**src/rtl/risc_wb_port_arbiter.sv**
```systemverilog
// Register-file write-port arbiter: pipeline writeback vs. queued multi-cycle results.
// Define RISC_WB_ARB_BYPASS_EN to let an mc result skip the empty FIFO when the pipe is idle.
module risc_wb_port_arbiter #(
  parameter int DATA_W     = 32,
  parameter int ADDR_W     = 5,
  parameter int QDEPTH     = 2,
  parameter int STARVE_MAX = 3
) (
  input  logic                         clk,
  input  logic                         reset,
  input  logic                         pipe_rw,
  input  logic [ADDR_W-1:0]            pipe_da,
  input  logic [DATA_W-1:0]            pipe_bus_d,
  input  logic                         mc_valid,
  output logic                         mc_ready,
  input  logic [ADDR_W-1:0]            mc_da,
  input  logic [DATA_W-1:0]            mc_data,
  output logic                         pipe_stall,
  output logic                         rf_we,
  output logic [ADDR_W-1:0]            rf_addr,
  output logic [DATA_W-1:0]            rf_data,
  output logic [$clog2(QDEPTH+1)-1:0]  q_count,
  output logic [(1<<ADDR_W)-1:0]       q_busy_mask
);

  localparam int CW = $clog2(QDEPTH+1);
  localparam int PW = $clog2(QDEPTH);
  localparam int SW = $clog2(STARVE_MAX+1);
  localparam logic [CW-1:0] QFULL = CW'(QDEPTH);
  localparam logic [SW-1:0] SMAX  = SW'(STARVE_MAX);

  logic [ADDR_W-1:0] mem_da_q   [QDEPTH];
  logic [DATA_W-1:0] mem_data_q [QDEPTH];
  logic [PW-1:0]     wr_ptr_q, rd_ptr_q;
  logic [CW-1:0]     count_q, count_d;
  logic [SW-1:0]     starve_q, starve_d;
  logic              rf_we_q, rf_we_d;
  logic [ADDR_W-1:0] rf_addr_q, rf_addr_d;
  logic [DATA_W-1:0] rf_data_q, rf_data_d;

  logic preq, qreq, q_grant, p_grant, byp_grant, push, pop;
  logic [ADDR_W-1:0] head_da;
  logic [DATA_W-1:0] head_data;

  assign head_da   = mem_da_q[rd_ptr_q];
  assign head_data = mem_data_q[rd_ptr_q];

  assign preq    = pipe_rw && (pipe_da != '0);
  assign qreq    = (count_q != '0);
  assign q_grant = qreq && (!preq || (starve_q == SMAX));
  assign p_grant = preq && !q_grant;

`ifdef RISC_WB_ARB_BYPASS_EN
  assign byp_grant = !qreq && !preq && mc_valid;
`else
  assign byp_grant = 1'b0;
`endif

  // mc_ready depends only on registered occupancy, so a same-cycle pop cannot raise it.
  assign mc_ready   = (count_q < QFULL);
  assign push       = mc_valid && mc_ready && !byp_grant;
  assign pop        = q_grant;
  assign pipe_stall = q_grant && preq;

  always_comb begin
    count_d = count_q;
    case ({push, pop})
      2'b10:   count_d = count_q + 1'b1;
      2'b01:   count_d = count_q - 1'b1;
      default: count_d = count_q;
    endcase

    starve_d = starve_q;
    if (q_grant || !qreq)
      starve_d = '0;
    else if (p_grant && (starve_q != SMAX))
      starve_d = starve_q + 1'b1;

    rf_we_d   = 1'b0;
    rf_addr_d = rf_addr_q;
    rf_data_d = rf_data_q;
    if (q_grant) begin
      rf_we_d   = (head_da != '0);
      rf_addr_d = head_da;
      rf_data_d = head_data;
    end else if (p_grant) begin
      rf_we_d   = 1'b1;
      rf_addr_d = pipe_da;
      rf_data_d = pipe_bus_d;
    end else if (byp_grant) begin
      rf_we_d   = (mc_da != '0);
      rf_addr_d = mc_da;
      rf_data_d = mc_data;
    end
  end

  always_ff @(posedge clk) begin
    if (push) begin
      mem_da_q[wr_ptr_q]   <= mc_da;
      mem_data_q[wr_ptr_q] <= mc_data;
    end
  end

  always_ff @(posedge clk or negedge reset) begin
    if (!reset) begin
      wr_ptr_q  <= '0;
      rd_ptr_q  <= '0;
      count_q   <= '0;
      starve_q  <= '0;
      rf_we_q   <= 1'b0;
      rf_addr_q <= '0;
      rf_data_q <= '0;
    end else begin
      if (push) wr_ptr_q <= wr_ptr_q + 1'b1;
      if (pop)  rd_ptr_q <= rd_ptr_q + 1'b1;
      count_q   <= count_d;
      starve_q  <= starve_d;
      rf_we_q   <= rf_we_d;
      rf_addr_q <= rf_addr_d;
      rf_data_q <= rf_data_d;
    end
  end

  // Walk slots from the head; only the first count_q slots hold live entries.
  always_comb begin
    logic [PW-1:0] idx;
    idx         = '0;
    q_busy_mask = '0;
    for (int i = 0; i < QDEPTH; i++) begin
      idx = rd_ptr_q + PW'(i);
      if (CW'(i) < count_q)
        q_busy_mask[mem_da_q[idx]] = 1'b1;
    end
  end

  assign q_count = count_q;
  assign rf_we   = rf_we_q;
  assign rf_addr = rf_addr_q;
  assign rf_data = rf_data_q;

endmodule

```
**config.mk**
```make
export PLATFORM = sky130hd
export DESIGN_NAME = risc_wb_port_arbiter
export DESIGN_NICKNAME = d
export VERILOG_FILES = /design/src/rtl/risc_wb_port_arbiter.sv
export SDC_FILE = /design/constraint.sdc
export NUM_CORES = 1
export LEC_CHECK = 0
export CORE_ASPECT_RATIO = 1.1
export CORE_MARGIN = 3
export CORE_UTILIZATION = 40
export DETAILED_ROUTE_END_ITERATION = 16
export GPL_ROUTABILITY_DRIVEN = 0
export PLACE_DENSITY = 0.68
export RECOVER_POWER = 100
export REMOVE_ABC_BUFFERS = 1
export SYNTH_ARGS = -nofsm -noshare
export SYNTH_HDL_FRONTEND = slang
export SYNTH_SLANG_ARGS = --single-unit
export TNS_END_PERCENT = 30
```
**constraint.sdc**
```tcl
create_clock -name clk -period 3.8 [get_ports clk]
set_clock_uncertainty 0.1 [all_clocks]
set_input_delay 0.76 -clock clk [delete_from_list [all_inputs] [get_ports clk]]
set_output_delay 0.76 -clock clk [all_outputs]
set_load 0.03 [all_outputs]
```
==> out/results.tsv <==
metric	value	unit
worst_skew_pair.late_latency	0.40	ns
cts-resized-gates	0	
worst-r2r-setup-slack	0.43	ns
finalMaxSlewViolations	84	
whs_path_depth	1	
worstMarginPinSlew	1.90	ns
seqPwrFrac	0.346	
hold_path_startpoint	starve_q[0]	
synth_edf_count	74	
overflow	0	
row_count	45	
synth_seq_area_share	0.584	
drv_cap	3	
crit_type	flip-flop to output port	
end_kind	output port	
fmax	0.271	GHz
maxSlewHeadroom	-0.270	
reg2reg_depth	10	
violations	capacitance limit, slew limit	
cts_tree	yes	
min_path_type	flip-flop to flip-flop	
htreeDepth	4	
r2r-end	q_count[1]	
hold-path-endpoint	starve_q[0]	
switching_share	0.373	
final_core_util	0.569	
rsz0062_at_grt	false	
dp.cells	752	
ctsHoldBuffers	0	
syn2layout_area_growth	38.6	%
async_flop_share	0.373	
combPwrFrac	0.392	
io_buffers	151	
cts_buffers	17	
cts.path.max_buffers	2	
finalWorstPathRequiredPeriod	3.69	ns
antenna_found_initial	2	
ys_types	40	
irDropWorstVdd	0.366	mV
core	13900	um2
grt.busiest_layer	met2	
dr.first_iter.drc_count	323	
die_w	120	um
route.detailed.drc	0	
syn_area_per_cell	12.9	um2
met2_usage	0.351	
io_pins	152	
ant_nets	0	
cts_sinks	118	
die_area	15700	um2
wl	16000	um
wl_per_cell	20.4	um
grt_pass1_vias	4713	
synth-seq-cells	118	
clkTransAtPathRegs	0.05	ns
root_buffer	clkbuf_16	
detailed_place_hpwl	10400	um
synth_ff_type	edfxtp_1	
yosysWarnings	0	
dieHeight	131	um
reg2reg_from	q_count[1]	
met1_usage	0.251	
postCtsSetupBuffers	0	
synth_cells	440	
pwr-share-clk	0.263	
fin_cells	784	
grt_usage	0.204	
critical_path_arrival	2.83	ns
crit_path_start_kind	flip-flop	
viasPerCell	5.86	
p_sw	2.18	mW
fin_nets	665	
use_met3	0.0562	
hold_violations	0	
cp.required	2.94	ns
drive_above_1_share	0.0807	
power_leakage	2.89	nW
grt_pass1_wl	24900	um
powerDensity	741	nW/um2
grt_max_degree	46	
status	finished with violations	
vias	4596	
critPathMaxFanout	45	
start_util	0.411	
period_share	0.972	
syn_area	5690	um2
drt_first_pass_iters	5	
finalSetupViolCount	0	
internal_power	3.66	mW
cell usage after synthesis, types with 2 or more instances:
master | n | share of area
or3b_1 | 2 | 0.0031
and3_1 | 4 | 0.0044
mux2_2 | 2 | 0.0040
o21ai_1 | 4 | 0.0035
o22ai_1 | 33 | 0.036
clkbuf_1 | 21 | 0.014
nor3b_1 | 11 | 0.015
a41oi_1 | 5 | 0.0077
mux2i_1 | 38 | 0.067
nor2b_1 | 33 | 0.036
xnor2_1 | 4 | 0.0062
buf_4 | 4 | 0.0053
buf_6 | 3 | 0.0059
dfrtp_1 | 44 | 0.19
edfxtp_1 | 74 | 0.39
nand2_1 | 2 | 0.0013
nor2_1 | 9 | 0.0059
a2111oi_0 | 32 | 0.049
a221oi_1 | 32 | 0.049
inv_1 | 3 | 0.0020
nand3_1 | 6 | 0.0053
and3b_1 | 14 | 0.022
nor3_1 | 5 | 0.0044
a21o_1 | 4 | 0.0053
o211ai_1 | 7 | 0.0092
ha_1 | 4 | 0.0088
buf_2 | 12 | 0.011
o21ai_0 | 14 | 0.012
nand3b_1 | 3 | 0.0040
cells by family after synthesis:
kind of cell    count (synthesis)  share of synthesized area
fa+ha+maj                       4                    0.00880
compound gates                135                      0.181
mux                            40                     0.0708
flops                         118                      0.584
simple gates                   95                      0.111
buf+inv                        44                     0.0387
xor+xnor                        4                    0.00616
critical path, cell delays in order, from the launching register on:
cell,delay (ns)
dfrtp_4,0.69
mux2i_1,0.44
o21ai_0,0.31
o22ai_1,0.23
dlygate4sd3_1,0.76
stage by stage:
| stage | hold slack, ns | setup TNS, ns | instance area, um2 | power [mW] | setup WS (ns) |
|---|---|---|---|---|---|
| 5_1_grt | 0.378 | 0 | 7890 | 6.14 | 0.0267 |
| 6_report | 0.343 | 0 | 7890 | 5.84 | 0.108 |
| 4_1_cts | 0.332 | 0 | 7920 | 5.99 | 0.167 |
| 2_1_floorplan | 0.316 | -1.53 | 5490 | 3.47 | -0.0686 |
| 3_5_place_dp | 0.341 | 0 | 7350 | 4.44 | 0.608 |
| 3_3_place_gp | 0.324 | 0 | 7350 | 4.38 | 0.697 |
registers in the layout, summed over array words and instances (netlist names):
name	cells
mem_da_q	10
mem_data_q	64
q_count	2
rd_ptr_q	1
rf_addr	5
rf_data	32
rf_we	1
starve_q	2
wr_ptr_q	1
power by group through the flow:
stage	clock network (mW)	registers, mW	logic [mW]
floorplan	0	2.40	1.07
global placement	0	2.03	2.36
detailed placement	0	2.04	2.40
CTS	1.56	2.03	2.41
global route	1.63	2.07	2.44
finish	1.53	2.02	2.29
cells in the final DEF (no fill, tap or decap), drive strengths merged, types with 14 or more instances in the layout:
cell,netlist,final
mux2i,38,38
edfxtp,74,74
clkdlybuf4s50,0,44
a2111oi,32,32
dlygate4sd3,0,105
and3b,14,14
o22ai,33,33
a221oi,32,32
dfrtp,44,44
clkbuf,21,29
o21ai,18,18
nor2b,34,34
cell type report:
class,count,area [um2]
Sequential cell,118,3330
Antenna cell,1,2.50
Fill cell,1206,5970
Tap cell,188,235
Multi-Input combinational cell,278,2150
Clock inverter,10,105
Inverter,4,15.0
Clock buffer,21,470
Timing Repair Buffer,164,1580
per-layer routing:
metal  share of wire  wire length [um]
met1            0.41              6480
met2            0.49              7850
met3           0.086              1380
met4           0.016               257
met5         0.00081                13
how the worst max path moves through the flow:
stage / startpoint / depth (start not counted) / end / slack (ns)
after global placement: rd_ptr_q / 4 / q_busy_mask[25] / 0.70
final: rd_ptr_q / 4 / q_busy_mask[17] / 0.11
after global routing: rd_ptr_q / 4 / q_busy_mask[28] / 0.03
after CTS: rd_ptr_q / 4 / q_busy_mask[10] / 0.17
after detailed placement: rd_ptr_q / 4 / q_busy_mask[10] / 0.61
after floorplan: rd_ptr_q / 3 / q_busy_mask[8] / -0.07
Power figures use the tool's default switching activity.
